`config.mk`:
```
export PLATFORM = sky130hd
export DESIGN_NAME = fmc_i2c_init_sequencer
export DESIGN_NICKNAME = d
export VERILOG_FILES = /design/src/rtl/fmc_i2c_init_sequencer.sv
export SDC_FILE = /design/constraint.sdc
export NUM_CORES = 1
export LEC_CHECK = 0
export ABC_AREA = 1
export BUFFER_PORTS_ARGS = -buffer_cell sky130_fd_sc_hd__buf_4
export CORE_MARGIN = 2
export CORE_UTILIZATION = 40
export DETAILED_ROUTE_END_ITERATION = 16
export GPL_TIMING_DRIVEN = 0
export PLACE_DENSITY = 0.69
export SETUP_SLACK_MARGIN = 0.3
export SLEW_MARGIN = 0
export SYNTH_ARGS = -nofsm -noshare
export SYNTH_HDL_FRONTEND = slang
export SYNTH_SLANG_ARGS = --single-unit
```
`constraint.sdc`:
```
create_clock -name CLK -period 1.75 [get_ports CLK]
set_input_delay 0.0875 -clock CLK [delete_from_list [all_inputs] [get_ports CLK]]
set_output_delay 0.0875 -clock CLK [all_outputs]
set_load 0.01 [all_outputs]
```
`src/rtl/fmc_i2c_init_sequencer.sv`:
```
// ---------------------------------------------------------------------------
// fmc_i2c_init_sequencer
//
// Walks a small table of I2C register writes (FMC424 CPLD select, SI5338B
// setup) and turns each entry into three byte commands for the FMC I2C byte
// engine: START+WRITE(dev addr), WRITE(reg), WRITE+STOP(data). A NACK is
// retried with a fixed idle gap between the STOP and the next START, up to
// RETRY_MAX extra attempts per entry.
//
// Ports
//   CLK        in   system clock, all logic on the rising edge
//   RST        in   asynchronous active-high reset
//   start      in   pulse, begins the sequence at entry 0 (ignored while busy)
//   busy       out  high from accepted start until done/error
//   done       out  one-cycle pulse, every entry written and ACKed
//   error      out  sticky failure flag, cleared by the next accepted start
//   err_index  out  index of the failing entry (valid while error)
//   tbl_addr   out  table read address
//   tbl_data   in   {dev[6:0], last, reg[7:0], data[7:0]}, 1-cycle latency
//   cmd_valid  out  command valid towards the byte engine
//   cmd_ready  in   byte engine accepts on cmd_valid & cmd_ready
//   cmd_op     out  0 START+WRITE, 1 WRITE, 2 WRITE+STOP, 3 STOP only
//   cmd_byte   out  byte to write (zero for STOP only)
//   rsp_valid  in   one-cycle pulse, outstanding command completed
//   rsp_nack   in   with rsp_valid, slave NACKed
// ---------------------------------------------------------------------------
module fmc_i2c_init_sequencer #(
  parameter int NUM_ENTRIES = 16,
  parameter int RETRY_MAX   = 3,
  parameter int RETRY_GAP   = 100,
  localparam int IDX_W      = $clog2(NUM_ENTRIES)
) (
  input  logic             CLK,
  input  logic             RST,
  input  logic             start,
  output logic             busy,
  output logic             done,
  output logic             error,
  output logic [IDX_W-1:0] err_index,
  output logic [IDX_W-1:0] tbl_addr,
  input  logic [23:0]      tbl_data,
  output logic             cmd_valid,
  input  logic             cmd_ready,
  output logic [1:0]       cmd_op,
  output logic [7:0]       cmd_byte,
  input  logic             rsp_valid,
  input  logic             rsp_nack
);

  localparam int RTY_W = $clog2(RETRY_MAX + 1);
  localparam int GAP_W = $clog2(RETRY_GAP + 1);

  localparam logic [RTY_W-1:0] RETRY_LIM = RTY_W'(RETRY_MAX);
  localparam logic [GAP_W-1:0] GAP_LAST  = GAP_W'(RETRY_GAP - 1);
  localparam logic [IDX_W-1:0] IDX_LAST  = IDX_W'(NUM_ENTRIES - 1);
  localparam logic [IDX_W-1:0] IDX_ONE   = IDX_W'(1);

  localparam logic [1:0] OP_START_WR = 2'd0;
  localparam logic [1:0] OP_WR       = 2'd1;
  localparam logic [1:0] OP_WR_STOP  = 2'd2;
  localparam logic [1:0] OP_STOP     = 2'd3;

  typedef enum logic [3:0] {
    S_IDLE      = 4'd0,
    S_FETCH     = 4'd1,
    S_LATCH     = 4'd2,
    S_SEND_ADDR = 4'd3,
    S_W_ADDR    = 4'd4,
    S_SEND_REG  = 4'd5,
    S_W_REG     = 4'd6,
    S_SEND_DATA = 4'd7,
    S_W_DATA    = 4'd8,
    S_NEXT      = 4'd9,
    S_SEND_STOP = 4'd10,
    S_W_STOP    = 4'd11,
    S_GAP       = 4'd12,
    S_DONE      = 4'd13,
    S_ERROR     = 4'd14
  } state_t;

  state_t             state,     state_nxt;
  logic [IDX_W-1:0]   index,     index_nxt;
  logic [RTY_W-1:0]   retry,     retry_nxt;
  logic [GAP_W-1:0]   gap_cnt,   gap_cnt_nxt;
  logic [23:0]        entry,     entry_nxt;
  logic               busy_nxt,  done_nxt,  error_nxt;
  logic [IDX_W-1:0]   err_index_nxt, tbl_addr_nxt;
  logic               cmd_valid_nxt;
  logic [1:0]         cmd_op_nxt;
  logic [7:0]         cmd_byte_nxt;

  // State and registered outputs; async reset drops cmd_valid at once and
  // no STOP is issued because the byte engine is reset alongside.
  always_ff @(posedge CLK or posedge RST) begin
    if (RST) begin
      state     <= S_IDLE;
      index     <= '0;
      retry     <= '0;
      gap_cnt   <= '0;
      entry     <= 24'd0;
      busy      <= 1'b0;
      done      <= 1'b0;
      error     <= 1'b0;
      err_index <= '0;
      tbl_addr  <= '0;
      cmd_valid <= 1'b0;
      cmd_op    <= 2'd0;
      cmd_byte  <= 8'd0;
    end else begin
      state     <= state_nxt;
      index     <= index_nxt;
      retry     <= retry_nxt;
      gap_cnt   <= gap_cnt_nxt;
      entry     <= entry_nxt;
      busy      <= busy_nxt;
      done      <= done_nxt;
      error     <= error_nxt;
      err_index <= err_index_nxt;
      tbl_addr  <= tbl_addr_nxt;
      cmd_valid <= cmd_valid_nxt;
      cmd_op    <= cmd_op_nxt;
      cmd_byte  <= cmd_byte_nxt;
    end
  end

  // Next-state and next-output decode; command fields are loaded on the
  // transition into each SEND state so they are stable while cmd_valid waits.
  always_comb begin
    state_nxt     = state;
    index_nxt     = index;
    retry_nxt     = retry;
    gap_cnt_nxt   = gap_cnt;
    entry_nxt     = entry;
    busy_nxt      = busy;
    done_nxt      = 1'b0;
    error_nxt     = error;
    err_index_nxt = err_index;
    tbl_addr_nxt  = tbl_addr;
    cmd_valid_nxt = cmd_valid;
    cmd_op_nxt    = cmd_op;
    cmd_byte_nxt  = cmd_byte;

    case (state)
      S_IDLE: begin
        if (start) begin
          state_nxt    = S_FETCH;
          index_nxt    = '0;
          retry_nxt    = '0;
          error_nxt    = 1'b0;
          busy_nxt     = 1'b1;
          tbl_addr_nxt = '0;
        end else begin
          state_nxt = S_IDLE;
        end
      end

      // tbl_addr is already presented; the ROM returns data next cycle.
      S_FETCH: begin
        state_nxt = S_LATCH;
      end

      S_LATCH: begin
        entry_nxt     = tbl_data;
        state_nxt     = S_SEND_ADDR;
        cmd_valid_nxt = 1'b1;
        cmd_op_nxt    = OP_START_WR;
        cmd_byte_nxt  = {tbl_data[23:17], 1'b0};
      end

      S_SEND_ADDR: begin
        if (cmd_ready) begin
          cmd_valid_nxt = 1'b0;
          state_nxt     = S_W_ADDR;
        end else begin
          state_nxt = S_SEND_ADDR;
        end
      end

      S_SEND_REG: begin
        if (cmd_ready) begin
          cmd_valid_nxt = 1'b0;
          state_nxt     = S_W_REG;
        end else begin
          state_nxt = S_SEND_REG;
        end
      end

      S_SEND_DATA: begin
        if (cmd_ready) begin
          cmd_valid_nxt = 1'b0;
          state_nxt     = S_W_DATA;
        end else begin
          state_nxt = S_SEND_DATA;
        end
      end

      S_SEND_STOP: begin
        if (cmd_ready) begin
          cmd_valid_nxt = 1'b0;
          state_nxt     = S_W_STOP;
        end else begin
          state_nxt = S_SEND_STOP;
        end
      end

      S_W_ADDR: begin
        if (rsp_valid && rsp_nack) begin
          state_nxt     = S_SEND_STOP;
          cmd_valid_nxt = 1'b1;
          cmd_op_nxt    = OP_STOP;
          cmd_byte_nxt  = 8'd0;
        end else if (rsp_valid) begin
          state_nxt     = S_SEND_REG;
          cmd_valid_nxt = 1'b1;
          cmd_op_nxt    = OP_WR;
          cmd_byte_nxt  = entry[15:8];
        end else begin
          state_nxt = S_W_ADDR;
        end
      end

      S_W_REG: begin
        if (rsp_valid && rsp_nack) begin
          state_nxt     = S_SEND_STOP;
          cmd_valid_nxt = 1'b1;
          cmd_op_nxt    = OP_STOP;
          cmd_byte_nxt  = 8'd0;
        end else if (rsp_valid) begin
          state_nxt     = S_SEND_DATA;
          cmd_valid_nxt = 1'b1;
          cmd_op_nxt    = OP_WR_STOP;
          cmd_byte_nxt  = entry[7:0];
        end else begin
          state_nxt = S_W_REG;
        end
      end

      // The data command carries its own STOP, so a NACK goes straight to GAP.
      S_W_DATA: begin
        if (rsp_valid && rsp_nack) begin
          state_nxt   = S_GAP;
          gap_cnt_nxt = '0;
        end else if (rsp_valid) begin
          state_nxt = S_NEXT;
        end else begin
          state_nxt = S_W_DATA;
        end
      end

      S_W_STOP: begin
        if (rsp_valid) begin
          state_nxt   = S_GAP;
          gap_cnt_nxt = '0;
        end else begin
          state_nxt = S_W_STOP;
        end
      end

      // Idle RETRY_GAP cycles, then resend the latched entry without refetch.
      S_GAP: begin
        if (gap_cnt == GAP_LAST) begin
          if (retry < RETRY_LIM) begin
            retry_nxt     = retry + RTY_W'(1);
            state_nxt     = S_SEND_ADDR;
            cmd_valid_nxt = 1'b1;
            cmd_op_nxt    = OP_START_WR;
            cmd_byte_nxt  = {entry[23:17], 1'b0};
          end else begin
            state_nxt     = S_ERROR;
            error_nxt     = 1'b1;
            err_index_nxt = index;
            busy_nxt      = 1'b0;
          end
        end else begin
          gap_cnt_nxt = gap_cnt + GAP_W'(1);
        end
      end

      // The last table slot is terminal even without its last flag.
      S_NEXT: begin
        retry_nxt = '0;
        if (entry[16] || (index == IDX_LAST)) begin
          state_nxt = S_DONE;
          done_nxt  = 1'b1;
          busy_nxt  = 1'b0;
        end else begin
          index_nxt    = index + IDX_ONE;
          tbl_addr_nxt = index + IDX_ONE;
          state_nxt    = S_FETCH;
        end
      end

      S_DONE: begin
        state_nxt = S_IDLE;
      end

      S_ERROR: begin
        state_nxt = S_IDLE;
      end

      default: begin
        state_nxt     = S_IDLE;
        busy_nxt      = 1'b0;
        cmd_valid_nxt = 1'b0;
      end
    endcase
  end

endmodule

```
==> PnR_summary.wiki <==
{| class="wikitable"
! Metric !! Value
|-
| Chip Height || 92.27 um
|-
| Number of global-route vias before repair || 3033
|-
| Dpl cells || 583
|-
| Simple-gate share of the synthesized area || between 40% and 50%
|-
| Status || completed
|-
| Utilization after layout || 61.03%
|-
| Number of H-tree branching levels || 3
|-
| Logic depth of the worst register-to-register path || 8
|-
| Proportion of synthesized chip area in sequential cells || 47.37%
|-
| Ratio of cells with drive above 1 in the final layout || a little under a third
|-
| Total inserted antenna cells || 0
|-
| Largest family of logic cells by synthesized area || simple AND/OR/NAND/NOR gates
|-
| Deepest clock path buffer count || 2
|-
| Port buffer count || 51
|-
| Highest-utilization routing layer at the global route stage || met2
|-
| Worst hold start || cmd_ready
|-
| Leading cell types by total area after synthesis || sky130_fd_sc_hd__dfrtp_1 47%, sky130_fd_sc_hd__nand2_1 25%, sky130_fd_sc_hd__nand3_1 5.9%
|-
| GRT met1 Usage || 27.76%
|-
| Final critical path time including I/O delays and setup || between 1.5 and 2 ns
|-
| Max-cap violations || 0
|-
| Synthesized net count || roughly 460
|-
| Number of primary I/O pins || 52
|-
| Global routing usage on met2 || 33.15%
|-
| DRT iter0 DRCs || 184
|-
| Worst setup SP type || register
|-
| Synth-to-layout area growth || 49.74%
|-
| Data arrival, critical path || 1.84 ns
|-
| Worst setup path startpoint || state[0]
|-
| Post-Synth Adder-Cell Area || under 10%
|-
| Cell at the root of the clock tree || sky130_fd_sc_hd__clkbuf_8
|-
| Seq cells post-synth || about 60
|-
| Total number of clock tree sinks || 59
|-
| Areal power density over the cells || 627.5 nW/um2
|-
| Hold Violations, Final || 0
|-
| Element type at the critical path end || register
|-
| Final setup violation count || 0
|-
| Synthesized netlist cell count || 430
|-
| Routability Congestion || 0.8678
|-
| Worst-path maximum fanout || 8
|-
| Global-route wire length before repair || 14020 um
|-
| Area of the mapped netlist || 3117 um2
|-
| Pin count of the biggest net entering global routing || 60
|-
| Total congestion overflow || 0
|-
| Max Clk Rate || 640.4 MHz
|-
| Hold slack || between 0.09 and 0.1 ns
|-
| Number of antenna-violating nets in the routed design || 0
|-
| Number of pins with negative max-slew slack in the final report || 0
|-
| Number of CTS-inserted buffers || 9
|-
| Accumulated negative setup slack || 0 ns
|-
| Post-DP HPWL || 5540 um
|-
| Synthesized-area fraction occupied by ao, oa, aoi and oai cells || roughly 3.9%
|-
| Total Power Consumption || 2.929 mW
|-
| Number of cells on the worst hold path || 5
|-
| Top cell type's share of synthesized area || 47.37%
|-
| Setup repair after global routing missed its margin || true
|-
| Data required time of the critical path || just over 2 ns
|-
| Peak ir drop on the vdd network || 0.0003670 V
|-
| Die Footprint || between 8000 and 9000 um2
|-
| Source of the worst register-to-register timing path || state[0]
|-
| Worst-case register-to-register setup slack || roughly 0.19 ns
|-
| Yosys warning count || 0
|-
| Sum of routed wire length over all layers || 8739 um
|-
| Global Route Usage Sum || between 20% and 30%
|-
| Final worst clock skew || 0.01311 ns
|-
| Number of optimization iterations in the first detailed-route pass || 4
|-
| Synth area leader || sky130_fd_sc_hd__dfrtp_1
|-
| Final layout net count || 582
|-
| Max-slew headroom || 71.39%
|-
| FF-to-FF End || gap_cnt[1]
|-
| Via count || 3235
|-
| Final clock period utilization by the worst path || 89.22%
|-
| Setup Crit Path Kind || register to register
|-
| Total leakage power || 2.310 nW
|-
| Initial antenna violation count || 0
|-
| Mean Syn Cell Area || between 7 and 8 um2
|-
| Average wire length per cell after detail routing || 13.32 um
|-
| Worst-path clk slew || ~0.070 ns
|-
| X dimension of the die || just over 90 um
|-
| Met3 capacity usage during global routing || 4.601%
|-
| Insertion delay to the later sink of the worst-skew pair || between 0.3 and 0.4 ns
|-
| Multiplexer share of the synthesized area || 0%
|-
| Capture endpoint of the worst hold path || state[3]
|-
| CTS tree || done
|-
| Post-route insts no fill || 656
|-
| Parity-gate share of the synthesized area counting xor and xnor cells || under 10%
|-
| Number of distinct standard cells referenced by the synthesized netlist || 25
|-
| Class of the worst hold path || input port to register
|-
| Core region area || 7647 um2
|-
| Slew at the pin closest to its max-slew limit || 0.4292 ns
|-
| DRC violation count after routing || 0
|-
| Via density per instance || 4.931
|-
| Initial Util || 40.76%
|-
| Std cell rows || 32
|}
[power by group]
part / leakage, nW / switching (mW) / internal (mW)
registers: 0.665 / 0 / 1.36
logic: 1.54 / 0.0641 / 0.0848
clock network: 0.108 / 0.577 / 0.840
total: 2.31 / 0.641 / 2.29
[through the flow]
stage                     instance area [um2]  setup slack [ns]
after floorplan                          3120            0.3025
after global placement                   3631           0.04628
after detailed placement                 3631           0.03752
after CTS                                4364            0.2084
after global routing                     4667            0.1117
final                                    4667            0.1886
[metal layers]
| metal | share of wire [%] | vias up |
|---|---|---|
| met5 | 0 | - |
| met4 | 1.9 | 0 |
| met3 | 4.0 | 15 |
| met2 | 51 | 91 |
| met1 | 43 | 1528 |
| li1 | - | 1601 |
[flip-flops by register name, summed over array words and instances, names as in the netlist]
signal and cells:
busy 1, cmd_byte 8, cmd_op 2, cmd_valid 1
done 1, entry 24, err_index 4, error 1
gap_cnt 7, index 4, retry 2, state 4
[cells by family after synthesis]
kind of cell	Yosys count
and+or+nand+nor	306
DFF	59
buffers and inverters	37
AOI/OAI and AO/OA	21
xor gates and xnor gates	4
adders and majority gates	3
[synthesized netlist by cell type, drive strengths merged]
master	instances
nand4	8
xor2	4
nand3b	5
o31ai	1
dfrtp	59
nand3	37
buf	7
a21oi	1
o211ai	1
nor2	37
o21ai	16
nand2	213
inv	28
ha	3
nor3	4
o21a	1
clkbuf	2
o22ai	1
or2	2
[final cells by class]
cell class / instances / area (um2)
Clock inverter: 6 / 88.84
Multi-Input combinational cell: 335 / 1723
Fill cell: 670 / 2980
Clock buffer: 10 / 137.6
Sequential cell: 59 / 1481
Inverter: 28 / 128.9
Tap cell: 102 / 127.6
Buffer: 9 / 66.31
Timing Repair Buffer: 107 / 913.4
[worst max-delay path, stage by stage, from the launching register on]
cell and delay (ns):
sky130_fd_sc_hd__dfrtp_1 0.37, sky130_fd_sc_hd__buf_6 0.15, sky130_fd_sc_hd__nand2_1 0.14, sky130_fd_sc_hd__inv_1 0.10, sky130_fd_sc_hd__nand3_2 0.17, sky130_fd_sc_hd__nand2_1 0.11
sky130_fd_sc_hd__a21oi_4 0.25, sky130_fd_sc_hd__nand3_2 0.12, sky130_fd_sc_hd__nand2_1 0.08
[how the worst max path moves through the flow]
stage                       end
floorplan           cmd_byte[3]
global placement    cmd_byte[3]
detailed placement  cmd_byte[3]
CTS                  gap_cnt[6]
global route           index[2]
finish               gap_cnt[1]
[layout by cell type (no fill, tap or decap), types with 5 or more instances in the layout]
cell type / n
sky130_fd_sc_hd__nand3b_1: 5
sky130_fd_sc_hd__nand2_4: 10
sky130_fd_sc_hd__dlygate4sd3_1: 26
sky130_fd_sc_hd__nor2_4: 12
sky130_fd_sc_hd__nor2_1: 22
sky130_fd_sc_hd__nand4_1: 8
sky130_fd_sc_hd__o21ai_0: 10
sky130_fd_sc_hd__clkbuf_8: 10
sky130_fd_sc_hd__inv_1: 19
sky130_fd_sc_hd__dfrtp_1: 55
sky130_fd_sc_hd__buf_4: 78
sky130_fd_sc_hd__nand3_1: 32
sky130_fd_sc_hd__nand2_2: 8
sky130_fd_sc_hd__nand2_1: 193
sky130_fd_sc_hd__inv_4: 5
[what timing repair did]
action | in CTS | in global routing
gates cloned | 1 | 1
hold buffers | 25 | 1
endpoints found under the setup margin | 56 | 55
buffers inserted | 13 | 15
hold endpoints to repair | 25 | 16
pin swaps | 10 | 11
resized for setup | 44 | 44
(Power assumes the default switching activity.)
